[config.mk]
export PLATFORM = sky130hd
export DESIGN_NAME = lcd_responder_flat
export DESIGN_NICKNAME = d
export VERILOG_FILES = /design/src/rtl/lcd_responder_if.sv /design/src/rtl/lcd_responder.sv /design/src/flat_wrapper.sv
export SDC_FILE = /design/constraint.sdc
export NUM_CORES = 1
export LEC_CHECK = 0
export ABC_CLOCK_PERIOD_IN_PS = 4070
export CORE_MARGIN = 3
export CORE_UTILIZATION = 63
export CTS_CLUSTER_DIAMETER = 50
export CTS_CLUSTER_SIZE = 16
export DETAILED_ROUTE_END_ITERATION = 16
export PLACE_DENSITY = 0.81
export SYNTH_ARGS = -nofsm -noshare
export SYNTH_HDL_FRONTEND = slang
export SYNTH_SLANG_ARGS = --single-unit
[constraint.sdc]
create_clock -name clock -period 4.07 [get_ports clock]
set_clock_uncertainty 0.05 [all_clocks]
set_input_delay 0.814 -clock clock [delete_from_list [all_inputs] [get_ports clock]]
set_output_delay 0.814 -clock clock [all_outputs]
set_load 0.02 [all_outputs]
[src/rtl/lcd_responder_if.sv]
// Host-side character LCD bus: strobed data/rs/rw/en from the host, read data back.
interface lcd_responder_if;
    logic [7:0] lcd_data;
    logic       lcd_rs;
    logic       lcd_rw;
    logic       lcd_en;
    logic [7:0] lcd_q;

    modport master (output lcd_data, output lcd_rs, output lcd_rw, output lcd_en, input lcd_q);
    modport slave  (input lcd_data, input lcd_rs, input lcd_rw, input lcd_en, output lcd_q);
endinterface

[src/rtl/lcd_responder.sv]
// HD44780-style character LCD responder: captures enable falling edges, decodes
// instructions and data writes into a 2x16 DDRAM image, models busy timing and
// services busy-flag / DDRAM reads.
module lcd_responder #(
    parameter int CMD_CYCLES   = 4,
    parameter int CLEAR_CYCLES = 64
) (
    input  logic              clock,
    input  logic              reset_n,
    lcd_responder_if.slave    bus,
    input  logic [4:0]        rd_addr,
    output logic [7:0]        rd_char,
    output logic              busy,
    output logic              overrun,
    output logic              display_on,
    output logic              cursor_on,
    output logic              blink_on,
    output logic              incr,
    output logic              two_line
);

    logic [7:0]  ddram_r [32];
    logic [6:0]  ac_r;
    logic [15:0] busy_cnt_r;
    logic        en_q_r;
    logic [7:0]  q_r;
    logic        overrun_r;
    logic        display_on_r;
    logic        cursor_on_r;
    logic        blink_on_r;
    logic        incr_r;
    logic        two_line_r;

    logic        strobe_s;
    logic        busy_s;
    logic [4:0]  ac_idx_s;
    logic [7:0]  q_next_s;

    // Address counter step: wraps between the two 16-entry lines.
    function automatic logic [6:0] ac_step(input logic [6:0] ac, input logic up);
        logic [6:0] nxt;
        if (up) begin
            if (ac == 7'h0F)      nxt = 7'h40;
            else if (ac == 7'h4F) nxt = 7'h00;
            else                  nxt = ac + 7'd1;
        end else begin
            if (ac == 7'h40)      nxt = 7'h0F;
            else if (ac == 7'h00) nxt = 7'h4F;
            else                  nxt = ac - 7'd1;
        end
        return nxt;
    endfunction

    // Strobe detect, busy flag, DDRAM index of AC and next read-data value.
    always_comb begin
        strobe_s = en_q_r & ~bus.lcd_en;
        busy_s   = (busy_cnt_r != 16'd0);
        ac_idx_s = {ac_r[6], ac_r[3:0]};
        q_next_s = 8'h00;
        if (bus.lcd_en && bus.lcd_rw) begin
            if (bus.lcd_rs) q_next_s = ddram_r[ac_idx_s];
            else            q_next_s = {busy_s, ac_r};
        end else begin
            q_next_s = 8'h00;
        end
    end

    // Access decode, DDRAM/AC/mode state, busy counter and registered read data.
    always_ff @(posedge clock or negedge reset_n) begin
        if (!reset_n) begin
            for (int i = 0; i < 32; i++) ddram_r[i] <= 8'h20;
            ac_r         <= 7'h00;
            busy_cnt_r   <= 16'd0;
            en_q_r       <= 1'b0;
            q_r          <= 8'h00;
            overrun_r    <= 1'b0;
            display_on_r <= 1'b0;
            cursor_on_r  <= 1'b0;
            blink_on_r   <= 1'b0;
            incr_r       <= 1'b1;
            two_line_r   <= 1'b0;
        end else begin
            en_q_r <= bus.lcd_en;
            q_r    <= q_next_s;
            if (busy_s) busy_cnt_r <= busy_cnt_r - 16'd1;
            else        busy_cnt_r <= busy_cnt_r;

            if (strobe_s) begin
                if (bus.lcd_rw) begin
                    // Reads ignore busy; only a DDRAM read moves AC.
                    if (bus.lcd_rs) ac_r <= ac_step(ac_r, incr_r);
                    else            ac_r <= ac_r;
                end else if (busy_s) begin
                    overrun_r <= 1'b1;
                end else if (bus.lcd_rs) begin
                    ddram_r[ac_idx_s] <= bus.lcd_data;
                    ac_r              <= ac_step(ac_r, incr_r);
                    busy_cnt_r        <= 16'(CMD_CYCLES);
                end else begin
                    // Later assignments override this for clear/home.
                    busy_cnt_r <= 16'(CMD_CYCLES);
                    casez (bus.lcd_data)
                        8'b1???????: ac_r <= {bus.lcd_data[6], 2'b00, bus.lcd_data[3:0]};
                        8'b01??????: ac_r <= ac_r;
                        8'b001?????: two_line_r <= bus.lcd_data[3];
                        8'b0001????: begin
                            if (!bus.lcd_data[3]) ac_r <= ac_step(ac_r, bus.lcd_data[2]);
                            else                  ac_r <= ac_r;
                        end
                        8'b00001???: begin
                            display_on_r <= bus.lcd_data[2];
                            cursor_on_r  <= bus.lcd_data[1];
                            blink_on_r   <= bus.lcd_data[0];
                        end
                        8'b000001??: incr_r <= bus.lcd_data[1];
                        8'b0000001?: begin
                            ac_r       <= 7'h00;
                            busy_cnt_r <= 16'(CLEAR_CYCLES);
                        end
                        8'b00000001: begin
                            for (int i = 0; i < 32; i++) ddram_r[i] <= 8'h20;
                            ac_r       <= 7'h00;
                            incr_r     <= 1'b1;
                            busy_cnt_r <= 16'(CLEAR_CYCLES);
                        end
                        default: ac_r <= ac_r;
                    endcase
                end
            end
        end
    end

    assign bus.lcd_q  = q_r;
    assign rd_char    = ddram_r[rd_addr];
    assign busy       = busy_s;
    assign overrun    = overrun_r;
    assign display_on = display_on_r;
    assign cursor_on  = cursor_on_r;
    assign blink_on   = blink_on_r;
    assign incr       = incr_r;
    assign two_line   = two_line_r;

endmodule

[src/flat_wrapper.sv]
// flat-port wrapper written by rule: the top's interface ports become plain ports
module lcd_responder_flat 
#(
    parameter int CMD_CYCLES   = 4,
    parameter int CLEAR_CYCLES = 64
)
  (clock, reset_n, rd_addr, rd_char, busy, overrun, display_on, cursor_on, blink_on, incr, two_line, bus_lcd_data, bus_lcd_rs, bus_lcd_rw, bus_lcd_en, bus_lcd_q);
  lcd_responder_if bus_i ();
  input  logic clock;
  input  logic reset_n;
  input  logic [4:0] rd_addr;
  output logic [7:0] rd_char;
  output logic busy;
  output logic overrun;
  output logic display_on;
  output logic cursor_on;
  output logic blink_on;
  output logic incr;
  output logic two_line;
  input wire logic [$bits(bus_i.lcd_data)-1:0] bus_lcd_data;
  input wire logic [$bits(bus_i.lcd_rs)-1:0] bus_lcd_rs;
  input wire logic [$bits(bus_i.lcd_rw)-1:0] bus_lcd_rw;
  input wire logic [$bits(bus_i.lcd_en)-1:0] bus_lcd_en;
  output wire logic [$bits(bus_i.lcd_q)-1:0] bus_lcd_q;
  assign bus_i.lcd_data = bus_lcd_data;
  assign bus_i.lcd_rs = bus_lcd_rs;
  assign bus_i.lcd_rw = bus_lcd_rw;
  assign bus_i.lcd_en = bus_lcd_en;
  assign bus_lcd_q = bus_i.lcd_q;
  lcd_responder #(.CMD_CYCLES(CMD_CYCLES), .CLEAR_CYCLES(CLEAR_CYCLES)) u_core (.clock(clock), .reset_n(reset_n), .bus(bus_i), .rd_addr(rd_addr), .rd_char(rd_char), .busy(busy), .overrun(overrun), .display_on(display_on), .cursor_on(cursor_on), .blink_on(blink_on), .incr(incr), .two_line(two_line));
endmodule
# == Yosys cells after proc, flatten, opt, wreduce, memory -nomap -nowiden ==
# Cells that the tools add are included.
# op_classes
bitwise,7
n_lt_le_gt_ge,3
n_mux,32
eq_ne,12
reduce_logical,14
add_sub_neg,3
# op_table
cell,n
256-bit 2-to-1 mux,2
256-bit bitwise mux,1
7-bit 2-to-1 mux,12
8-bit binary-select mux with 5-bit select,2
16-bit 2-to-1 mux,5
8-bit 2-to-1 mux,7
8-bit demux with 5-bit select,1
7-bit one-hot mux with 3 select lines,1
5-bit AND reduction,4
16-bit nonzero test,1
16-bit by 1-bit subtractor with 16-bit output (second input constant),1
7-bit == test (second input constant),2
6-bit >= comparator (second input constant),2
5-bit inverter with 6-bit output,2
8-bit by 1-bit == test with 1-bit output (second input constant),1
7-bit by 1-bit adder with 7-bit output (second input constant),1
7-bit by 1-bit == test with 1-bit output (second input constant),1
7-bit by 4-bit == test with 1-bit output (second input constant),1
7-bit logical NOT,1
7-bit by 1-bit subtractor with 7-bit output (second input constant),1
6-bit by 1-bit == test with 1-bit output (second input constant),1
6-bit by 1-bit < comparator with 1-bit output (second input constant),1
5-bit by 1-bit == test with 1-bit output (second input constant),1
4-bit by 1-bit == test with 1-bit output (second input constant),1
other kinds (13),18
# word_totals
regBits,294
inputBits,18
wordCells,113

# == Longest topological paths before layout ==
# Gate-level depths: netlist (run 1).
# depth
depth_word,9
mapped_depth,10
mapped_depth_nobuf,9

# == Worst setup path after synthesis (run 1) ==
# No wires, ideal clock.
# synth_path
path_kind,input to output
start,input rd_addr[1]
end,output rd_char[0]
setup_slack_ps,640
arrival_ps,2566
stages,5
path_cell_list,clkbuf_1 > clkbuf_1 > mux4_2 > mux4_2 > mux2_2
# synth_via
elab_chain_cells,4
# synth_rtl
item,line_no,rtl
"start, declared",flat_wrapper.sv:11,input logic [4:0] rd_addr;
5-bit inverter with 6-bit output (not written as such),lcd_responder.sv:134,assign rd_char = ddram_r[rd_addr];
8-bit binary-select mux with 5-bit select,lcd_responder.sv:134,
8-bit 2-to-1 mux (not written as such) (2 in a row),lcd_responder.sv:134,
"end, declared",flat_wrapper.sv:12,output logic [7:0] rd_char;
# Every way passes these cells. The select of a mux whose other input is x is not followed.

# == Worst setup path after layout (run 1) ==
# layout_path
start,input rd_addr[0]
end,output rd_char[6]
# Same word-level chain as after synthesis.

==> run_results.csv, run 1 <==
group,metric,value,unit
grt,grt_pass1_wl,86.4,mm
synth,syn_area,0.0163,mm^2
sta,rsz0062_at_grt,"false",
synth,yosysWarningCount,0,
setup_path,r2r-start,"u_core.ac_r[1]",
floorplan,num_rows,58,
route,drtIter0Drc,2121,
placement,port_buffers,40,
setup_path,cp-startpoint,"rd_addr[0]",
synth,synth-seq-cells,294,
clocking,cts_sinks,294,
layout,area_growth,11.2,%
floorplan,start_util,64.5,%
sta,period_share,98.0,%
clocking,clockBufferDepth,3,
clocking,post_cts_buffers,0,
floorplan,die_area,0.0279,mm^2
route,vias_per_cell,8.02,
job,drv_cap,0,
status,status,"completed",
worst_hold_path,hold_class,"in2async",
setup_path,critPathArrivalTime,3120,ps
grt,grt_max_degree,94,
setup_path,cpPeakStageDelay,560,ps
clocking,cts_made_buffers,31,
grt,grt_pass1_vias,13229,
floorplan,num_io_pins,41,
setup_path,start_kind,"primary input",
grt,grt_overflow,0,
layout,finalNonFillerCells,1659,
setup_path,worstPathRequired,3210,ps
synth,syn-num-nets,1331,
sta,fin_tns_setup,0,ps
sta,fmax,0.251,GHz
layout,diodes,0,
layout,nets,1331,
sta,finalSetupViolations,0,
floorplan,die_height,167,um
route,drc,0,
clocking,cts_tree,"built",
sta,hold_viol_final,0,
power_and_ir_drop,power_density,465,mW/mm^2
placement,dp_hpwl,39.5,mm
setup_path,crit_top_cell,"mux4_2",
clocking,cts.clk_slew.worst_paths,70,ps
route,num_vias,13310,
setup_path,path_class,"in2out",
layout,fillers,1732,
power_and_ir_drop,leakage,7.11,nW
synth,async_flop_share,100,%
grt,grt_use_total,40.8,%
synth,synth_cells,1305,
setup_path,critPathMaxFanout,27,
placement,place.gp.congestion,1.09,
power_and_ir_drop,total_power,8.44,mW
synth,synth_flop_cell,"dfrtp_1",
layout,drive_gt1_share,24.6,%
route,drt-total-wl,56.8,mm
clocking,holdBufCountCts,0,
grt,antenna_found_initial,0,
floorplan,die_w,167,um
route,wl_per_cell,34.2,um
synth,avgSynthCellArea,12.5,um^2
synth,synth_cell_type_count,71,
clocking,root_buffer,"clkbuf_16",
setup_path,endpoint_kind,"output port",
setup_path,path_cells,"buf_4 > buf_12 > mux4_2 > mux4_2 > mux2_2 > clkdlybuf4s50_1",
synth,synth-edff-count,0,
sta,tightestPinTransition,961,ps
power_and_ir_drop,worst_ir_drop_vdd,0.458,mV
sta,maxSlewHeadroom,35.7,%
sta,maxSlewViolCount,0,
route,drtPass1Iterations,5,
route,ant_nets,0,
floorplan,core_area,0.0253,mm^2
placement,dp_cells,1602,
clocking,clk_latency,570,ps
synth,synth-seq-area-share,45.3,%
sta,timing.final.crit_period,3990,ps
setup_path,cpMaxStageDelayCell,"mux4_2",
clocking,h-tree-depth,1,
==> power by group <==
| group | internal, mW | leakage, nW | switching (mW) | total (mW) |
|---|---|---|---|---|
| Combinational | 0.765 | 2.70 | 1.27 | 2.03 |
| Sequential | 3.04 | 3.88 | 0.323 | 3.36 |
| Clock | 1.72 | 0.535 | 1.33 | 3.05 |
| Total | 5.53 | 7.11 | 2.92 | 8.44 |
==> final timing paths <==
path,to,slack (ps),depth (start not counted)
min in group clock,u_core.overrun,410,1
max in group asynchronous,u_core.ddram_r[181],2750,2
min reg2reg,u_core.overrun,410,1
max reg2reg,u_core.ddram_r[219],860,6
max,rd_char[6],80,6
min,u_core.busy_cnt_r[9],210,1
==> layout make-up <==
type | instances | area (um^2) | share of cell area [%]
Multi-Input combinational cell | 884 | 8390 | 46.2
Sequential cell | 294 | 7410 | 40.8
Clock buffer | 39 | 846 | 4.66
Timing Repair Buffer | 81 | 801 | 4.41
Tap cell | 330 | 413 | 2.27
Clock inverter | 18 | 263 | 1.45
Inverter | 13 | 48.8 | 0.269
==> cells by family (layout without fill, tap and decap cells) <==
| logic type | count (synthesis) | count (layout) | synth area share, % |
|---|---|---|---|
| simple gates | 289 | 289 | 9.00 |
| xor+xnor | 12 | 12 | 0.690 |
| mux | 172 | 172 | 21.3 |
| flops | 294 | 294 | 45.3 |
| fa+ha+maj | 8 | 8 | 0.613 |
| buf+inv | 127 | 151 | 3.39 |
| compound gates | 403 | 403 | 19.7 |
==> synthesized netlist by cell type, types with 16 or more instances <==
master	n	area share [%]
nand3_1	23	0.70
a31oi_1	22	0.84
mux4_2	139	19
a21oi_1	27	0.83
dfrtp_1	261	40
nor3_1	16	0.49
nor2_1	41	0.94
nand2_1	109	2.5
clkbuf_1	63	1.4
mux2i_1	17	1.0
o21ai_1	18	0.55
o21ai_0	27	0.83
buf_2	37	1.1
o2bb2ai_1	214	11
nand2b_1	22	0.84
o221a_2	19	1.3
mux2_2	16	1.1
dfstp_2	33	5.3
==> per-layer routing <==
metal | routed length (um) | GRT usage, % | vias to the layer above
li1 | - | - | 5255
met2 | 24200 | 58.8 | 1132
met3 | 8190 | 12.3 | 270
met4 | 4260 | 21.8 | 0
met1 | 20100 | 56.4 | 6653
met5 | 0 | 0 | -
==> metrics by stage <==
stage               setup slack, ps  util, %  cell area [um^2]  hold WS [ps]
floorplan                       640        -             16300           394
global placement               89.2     67.3             17100           392
detailed placement             77.7     67.3             17100           393
CTS                            73.4     71.7             18200           244
global route                   21.8     71.7             18200           261
finish                         83.4     71.7             18200           213
==> sequential cells by signal (all words and copies together) (netlist names) <==
signal,count
u_core.en_q_r,1
u_core.ddram_r,256
u_core.two_line,1
u_core.display_on,1
u_core.busy_cnt_r,16
u_core.ac_r,7
u_core.overrun,1
u_core.blink_on,1
u_core.cursor_on,1
u_core.bus.lcd_q,8
u_core.incr,1
==> cells in the final DEF, fill, tap and decap left out, drive strengths merged, types with 11 or more instances in the layout <==
master,instances
a21oi,27
a31oi,22
buf,45
clkbuf,39
clkdlybuf4s50,36
dfrtp,261
dfstp,33
inv,20
mux2,16
mux2i,17
mux4,139
nand2,109
nand2b,22
nand3,23
nand3b,14
nor2,41
nor2b,11
nor3,17
o21ai,45
o221a,19
o22ai,12
o2bb2ai,214
or3,15
==> what timing repair did <==
| item | 4_1_cts | 5_1_grt |
|---|---|---|
| resized for setup | 0 | 1 |
| endpoints found under the setup margin | 0 | 1 |
| hold endpoints to repair | 0 | 0 |
==> worst max-delay path, delay by kind of cell <==
kind / cells / cell delay [ps]
muxes: 3 / 1380
buffers and inverters: 3 / 920
No activity file was read; power rests on OpenSTA's default activity.
==> inputs of run 2 (changes only) <==
Settings changed: GPL_TIMING_DRIVEN set to 0, RECOVER_POWER set to 100.
==> run 2 against run 1 <==
  * Final area is 0.98% higher
  * Combinational power is 27% higher
  * Sequential share of layout area is 0.44 points lower
  * Highest routed layer unchanged
  * Worst hold slack better by 200 ps
  * Die area stayed put
  * The flow now finishes with violations (capacitance limit, slew limit, setup timing)
==> run_results.csv, run 2 (same netlist as run 1, synthesis figures left out) <==
group,metric,value,unit
sta,period_share,100,%
sta,fmax,0.245,GHz
setup_path,worst-r2r-setup-slack,-10,ps
clocking,cts_made_buffers,34,
layout,top_register,"u_core.ddram_r",
layout,fillers,1689,
layout,area_growth,12.3,%
clocking,h-tree-depth,2,
placement,port_buffers,33,
placement,placed_area,0.0171,mm^2
grt,grt_max_degree,106,
power_and_ir_drop,leakage,7.21,nW
grt,grt_overflow,0,
route,drtIter0Drc,2626,
floorplan,core_area,0.0253,mm^2
floorplan,die_w,167,um
sta,timing.final.crit_period,4080,ps
status,violations,"capacitance limit, slew limit, setup timing",
clocking,cts_sinks,294,
clocking,holdBufCountCts,0,
setup_path,worstPathRequired,4350,ps
floorplan,num_io_pins,41,
layout,drive_gt1_share,22.7,%
worst_hold_path,hold_class,"reg2reg",
layout,nets,1402,
sta,maxSlewViolCount,93,
sta,hold_viol_final,0,
layout,layout_commonest_cell,"dfrtp_1",
layout,final_cell_mix,"dfrtp_1 (261), o2bb2ai_1 (214), mux4_2 (139)",
floorplan,start_util,64.5,%
clocking,post_cts_buffers,0,
route,vias_per_cell,8.23,
setup_path,critPathMaxFanout,10,
status,status,"finished with violations",
setup_path,start_kind,"flop",
clocking,root_buffer,"clkbuf_16",
sta,finalSetupViolations,5,
layout,largest_reg_flops,256,
grt,grt_use_total,43.8,%
sta,tightestPinTransition,2420,ps
sta,finalWorstSetupSlack,-10.5,ps
grt,grt_pass1_wl,91.2,mm
route,drt-total-wl,60.8,mm
route,num_vias,14257,
floorplan,die_area,0.0279,mm^2
route,wl_per_cell,35.1,um
power_and_ir_drop,power_density,492,mW/mm^2
job,drv_cap,1,
floorplan,num_rows,58,
route,drtPass1Iterations,6,
clocking,clockBufferDepth,3,
grt,antenna_found_initial,0,
setup_path,path_class,"reg2reg",
setup_path,endpoint_kind,"flop",
setup_path,critPathArrivalTime,4360,ps
layout,final_area,0.0183,mm^2
sta,fin_tns_setup,-29.3,ps
sta,maxSlewHeadroom,-61.1,%
clocking,clk_latency,540,ps
route,ant_nets,0,
grt,grt_pass1_vias,13886,
clocking,cts_tree,"built",
placement,place.gp.congestion,1.11,
clocking,cts.clk_slew.worst_paths,70,ps
power_and_ir_drop,worst_ir_drop_vdd,0.430,mV
placement,dp_slack,-602,ps
route,drc,0,
placement,dp_hpwl,42.1,mm
floorplan,die_height,167,um
run 2: cell count changes in the layout (fill, tap and decap cells not counted), moves of 5 or more:
cell,change
dlygate4sd3_1,+17
clkbuf_1,+67
buf_4,-31
buf_1,+7
buf_2,+21
clkdlybuf4s50_1,-22
buf_12,-5
clkbuf_16,+6
run 2: layout make-up:
type / instances / area (um^2) / area share (%)
clock inverters: 18 / 220 / 1.20
multi-input cells: 884 / 8350 / 45.5
inverters: 13 / 48.8 / 0.266
flip-flops and latches: 294 / 7400 / 40.3
repair buffers: 35 / 363 / 1.98
clock buffers: 43 / 988 / 5.39
plain buffers: 114 / 562 / 3.06
diodes: 1 / 2.50 / 0.0136
well taps: 330 / 413 / 2.25
run 2: worst max-delay path, stage by stage, from the launching register on:
cell      delay, ps
dfrtp_1         400
clkbuf_1        510
clkbuf_1        920
buf_2           540
mux4_2          590
o21ai_0         570
a41oi_1         280
run 2: metrics by stage:
step / hold WS, ps / util [%] / std cells / power (mW)
4_1_cts: 281 / 72.6 / 1731 / 8.88
6_report: 412 / 72.4 / 1732 / 9.02
3_5_place_dp: 411 / 67.7 / 1670 / 5.65
5_1_grt: 430 / 72.4 / 1731 / 9.23
3_3_place_gp: 392 / 67.4 / 1668 / 5.60
2_1_floorplan: 394 / - / 1305 / 4.76
run 2: timing repair:
action,CTS,global route
endpoints found under the hold margin,0,0
gates resized for setup,22,15
endpoints found under the setup margin,8,7
run 2: path summary, 6_finish.rpt:
kind                           startpoint              endpoint  cells after the start
max                        u_core.ac_r[0]   u_core.bus.lcd_q[2]                      6
min                        u_core.overrun        u_core.overrun                      1
max reg2reg                u_core.ac_r[0]   u_core.bus.lcd_q[2]                      6
min reg2reg                u_core.overrun        u_core.overrun                      1
max in group asynchronous         reset_n   u_core.ddram_r[210]                      3
min in group asynchronous         reset_n  u_core.busy_cnt_r[3]                      1
run 2: power breakdown:
part	switching, mW	leakage (nW)	internal [mW]
registers	0.131	3.89	3.04
logic	1.79	2.74	0.787
clock network	1.37	0.587	1.90
run 2: routing by layer:
layer	track usage (%)	vias to the layer above	wire length, um
li1	-	5403	-
met1	58.3	7041	20800
met2	59.6	1430	24900
met3	18.6	383	9980
met4	27.2	0	5200
met5	0.174	-	0
==> inputs of run 3 (changes only) <==
Settings changed: CORE_MARGIN 3 to 2.
==> run 3 against run 2 <==
  * The run still ends with capacitance limit, slew limit, setup timing left
  * Total power shrank 3.4%
  * Final cell count shrank 0.17%
  * Die area shrank 2.4%
  * Sequential power is essentially flat
  * Worst hold slack lost 2.7 ps
  * Register-to-register slack is essentially flat
  * Critical path depth shrank 1
  * Count of clock-buffer cells in the layout shrank 9
  * Worst setup slack lost 50 ps
  * Non-clock buffer count is the same
  * Combinational power grew 2%
  * Global-route usage grew 3.6 points
  * Critical path type is now in2out
==> run_results.csv, run 3 (same netlist as run 1, synthesis figures left out) <==
group,metric,value,unit
status,status,"finished with violations",
status,violations,"capacitance limit, slew limit, setup timing",
power_and_ir_drop,power_density,479,mW/mm^2
setup_path,endpoint_kind,"output port",
grt,grt_pass1_wl,91.7,mm
clocking,cts.clk_slew.worst_paths,70,ps
route,vias_per_cell,8.12,
layout,seqCellArea,0.00740,mm^2
sta,fmax,0.242,GHz
sta,rsz0062_at_grt,"false",
route,drt-total-wl,62.3,mm
sta,timing.final.crit_period,4130,ps
clocking,post_cts_buffers,0,
setup_path,critPathMaxFanout,10,
clocking,cts_tree,"built",
setup_path,critPathArrivalTime,3270,ps
worst_hold_path,hold_class,"reg2reg",
sta,tightestPinTransition,3250,ps
clocking,clk_latency,610,ps
layout,layout_commonest_cell,"dfrtp_1",
sta,finalSetupViolations,4,
setup_path,path_cells,"buf_1 > clkbuf_1 > mux4_2 > mux2_2 > clkdlybuf4s50_1",
power_and_ir_drop,seqPwrFrac,36.4,%
clocking,clockBufferDepth,3,
grt,grt_use_total,47.4,%
clocking,root_buffer,"clkbuf_16",
route,drc,0,
floorplan,start_util,64.5,%
grt,grt_max_degree,128,
layout,nets,1398,
setup_path,cpPeakStageDelay,800,ps
clocking,h-tree-depth,1,
job,drv_cap,1,
setup_path,cpMaxStageDelayCell,"clkbuf_1",
sta,maxSlewViolCount,61,
power_and_ir_drop,switching_share,38.2,%
route,num_vias,14044,
setup_path,worst-r2r-setup-slack,0,ps
floorplan,num_io_pins,41,
route,drtPass1Iterations,6,
power_and_ir_drop,p_sw,3.33,mW
clocking,cts_made_buffers,30,
sta,period_share,101,%
route,drtIter0Drc,2195,
layout,fillers,1737,
placement,placed_area,0.0171,mm^2
power_and_ir_drop,leakage,7.20,nW
setup_path,start_kind,"primary input",
sta,holdWs,410,ps
grt,antenna_found_initial,3,
clocking,cts_sinks,294,
layout,area_growth,11.5,%
floorplan,die_height,165,um
grt,grt_overflow,0,
floorplan,num_rows,58,
power_and_ir_drop,worst_ir_drop_vdd,0.403,mV
setup_path,worstPathRequired,3210,ps
layout,drive_gt1_share,22.6,%
power_and_ir_drop,p_clk_share,33.5,%
floorplan,die_area,0.0272,mm^2
placement,place.gp.congestion,1.08,
placement,dp_hpwl,43.6,mm
layout,largest_reg_flops,256,
route,ant_nets,0,
layout,top_register,"u_core.ddram_r",
placement,port_buffers,33,
sta,maxSlewHeadroom,-117,%
power_and_ir_drop,combPwrFrac,30.1,%
sta,hold_viol_final,0,
layout,final_cell_mix,"dfrtp_1 (261), o2bb2ai_1 (214), mux4_2 (139)",
floorplan,core_area,0.0253,mm^2
layout,multiInputGateArea,0.00835,mm^2
route,wl_per_cell,36.0,um
floorplan,die_w,165,um
clocking,holdBufCountCts,0,
sta,finalWorstSetupSlack,-60.5,ps
power_and_ir_drop,p_int,5.39,mW
setup_path,path_class,"in2out",
layout,final_area,0.0182,mm^2
grt,grt_pass1_vias,13623,
==> run 3: path summary, 6_finish.rpt <==
check | depth (start not counted) | end | from
max | 5 | rd_char[1] | rd_addr[3]
max in group asynchronous | 1 | u_core.ddram_r[219] | reset_n
min reg2reg | 1 | u_core.overrun | u_core.overrun
min in group asynchronous | 1 | u_core.busy_cnt_r[7] | reset_n
max reg2reg | 9 | u_core.ddram_r[219] | u_core.ac_r[0]
min | 1 | u_core.overrun | u_core.overrun
==> run 3: layout make-up <==
cell class                      instances  share of cell area [%]
Timing Repair Buffer                   35                    2.10
Inverter                               13                   0.268
Clock buffer                           34                    4.26
Clock inverter                         22                    1.41
Antenna cell                            3                  0.0412
Sequential cell                       294                    40.6
Buffer                                114                    3.20
Tap cell                              330                    2.27
Multi-Input combinational cell        884                    45.8
==> run 3: worst max-delay path, delay by kind of cell <==
| family | cells | cell delay (ps) |
|---|---|---|
| buffers and inverters | 3 | 1630 |
| multiplexers | 2 | 810 |
==> run 3: power groups by stage <==
stage	clock (mW)	sequential [mW]	combinational [mW]
finish	2.92	3.17	2.63
global route	3.02	3.18	2.68
CTS	2.90	3.17	2.51
detailed placement	0	3.22	2.49
global placement	0	3.22	2.45
floorplan	0	3.20	1.56
==> run 3: repair_timing <==
action | in CTS | in global routing
gates resized for setup | 35 | 7
endpoints found under the setup margin | 8 | 4
hold endpoints to repair | 0 | 0
pin swaps | 0 | 0
==> run 3: layer usage <==
layer  vias up  global-route usage, %  share of wire (%)
met5         -                      0                  0
met4         0                   30.6                8.1
met1      6967                   63.2                 35
met3       324                   17.4                 16
met2      1350                   65.7                 42
li1       5403                      -                  -
==> run 3: metrics by stage <==
step           total power [mW]  utilization, %  worst slack [ps]  instances  TNS [ps]
2_1_floorplan              4.76               -               640       1305         0
3_3_place_gp               5.67            67.4            -10280       1668  -2889380
3_5_place_dp               5.70            67.7              -681       1670     -5260
4_1_cts                    8.58            72.1             -3.19       1726     -3.19
5_1_grt                    8.89            71.9              6.90       1726         0
6_report                   8.72            71.9             -60.5       1729      -128
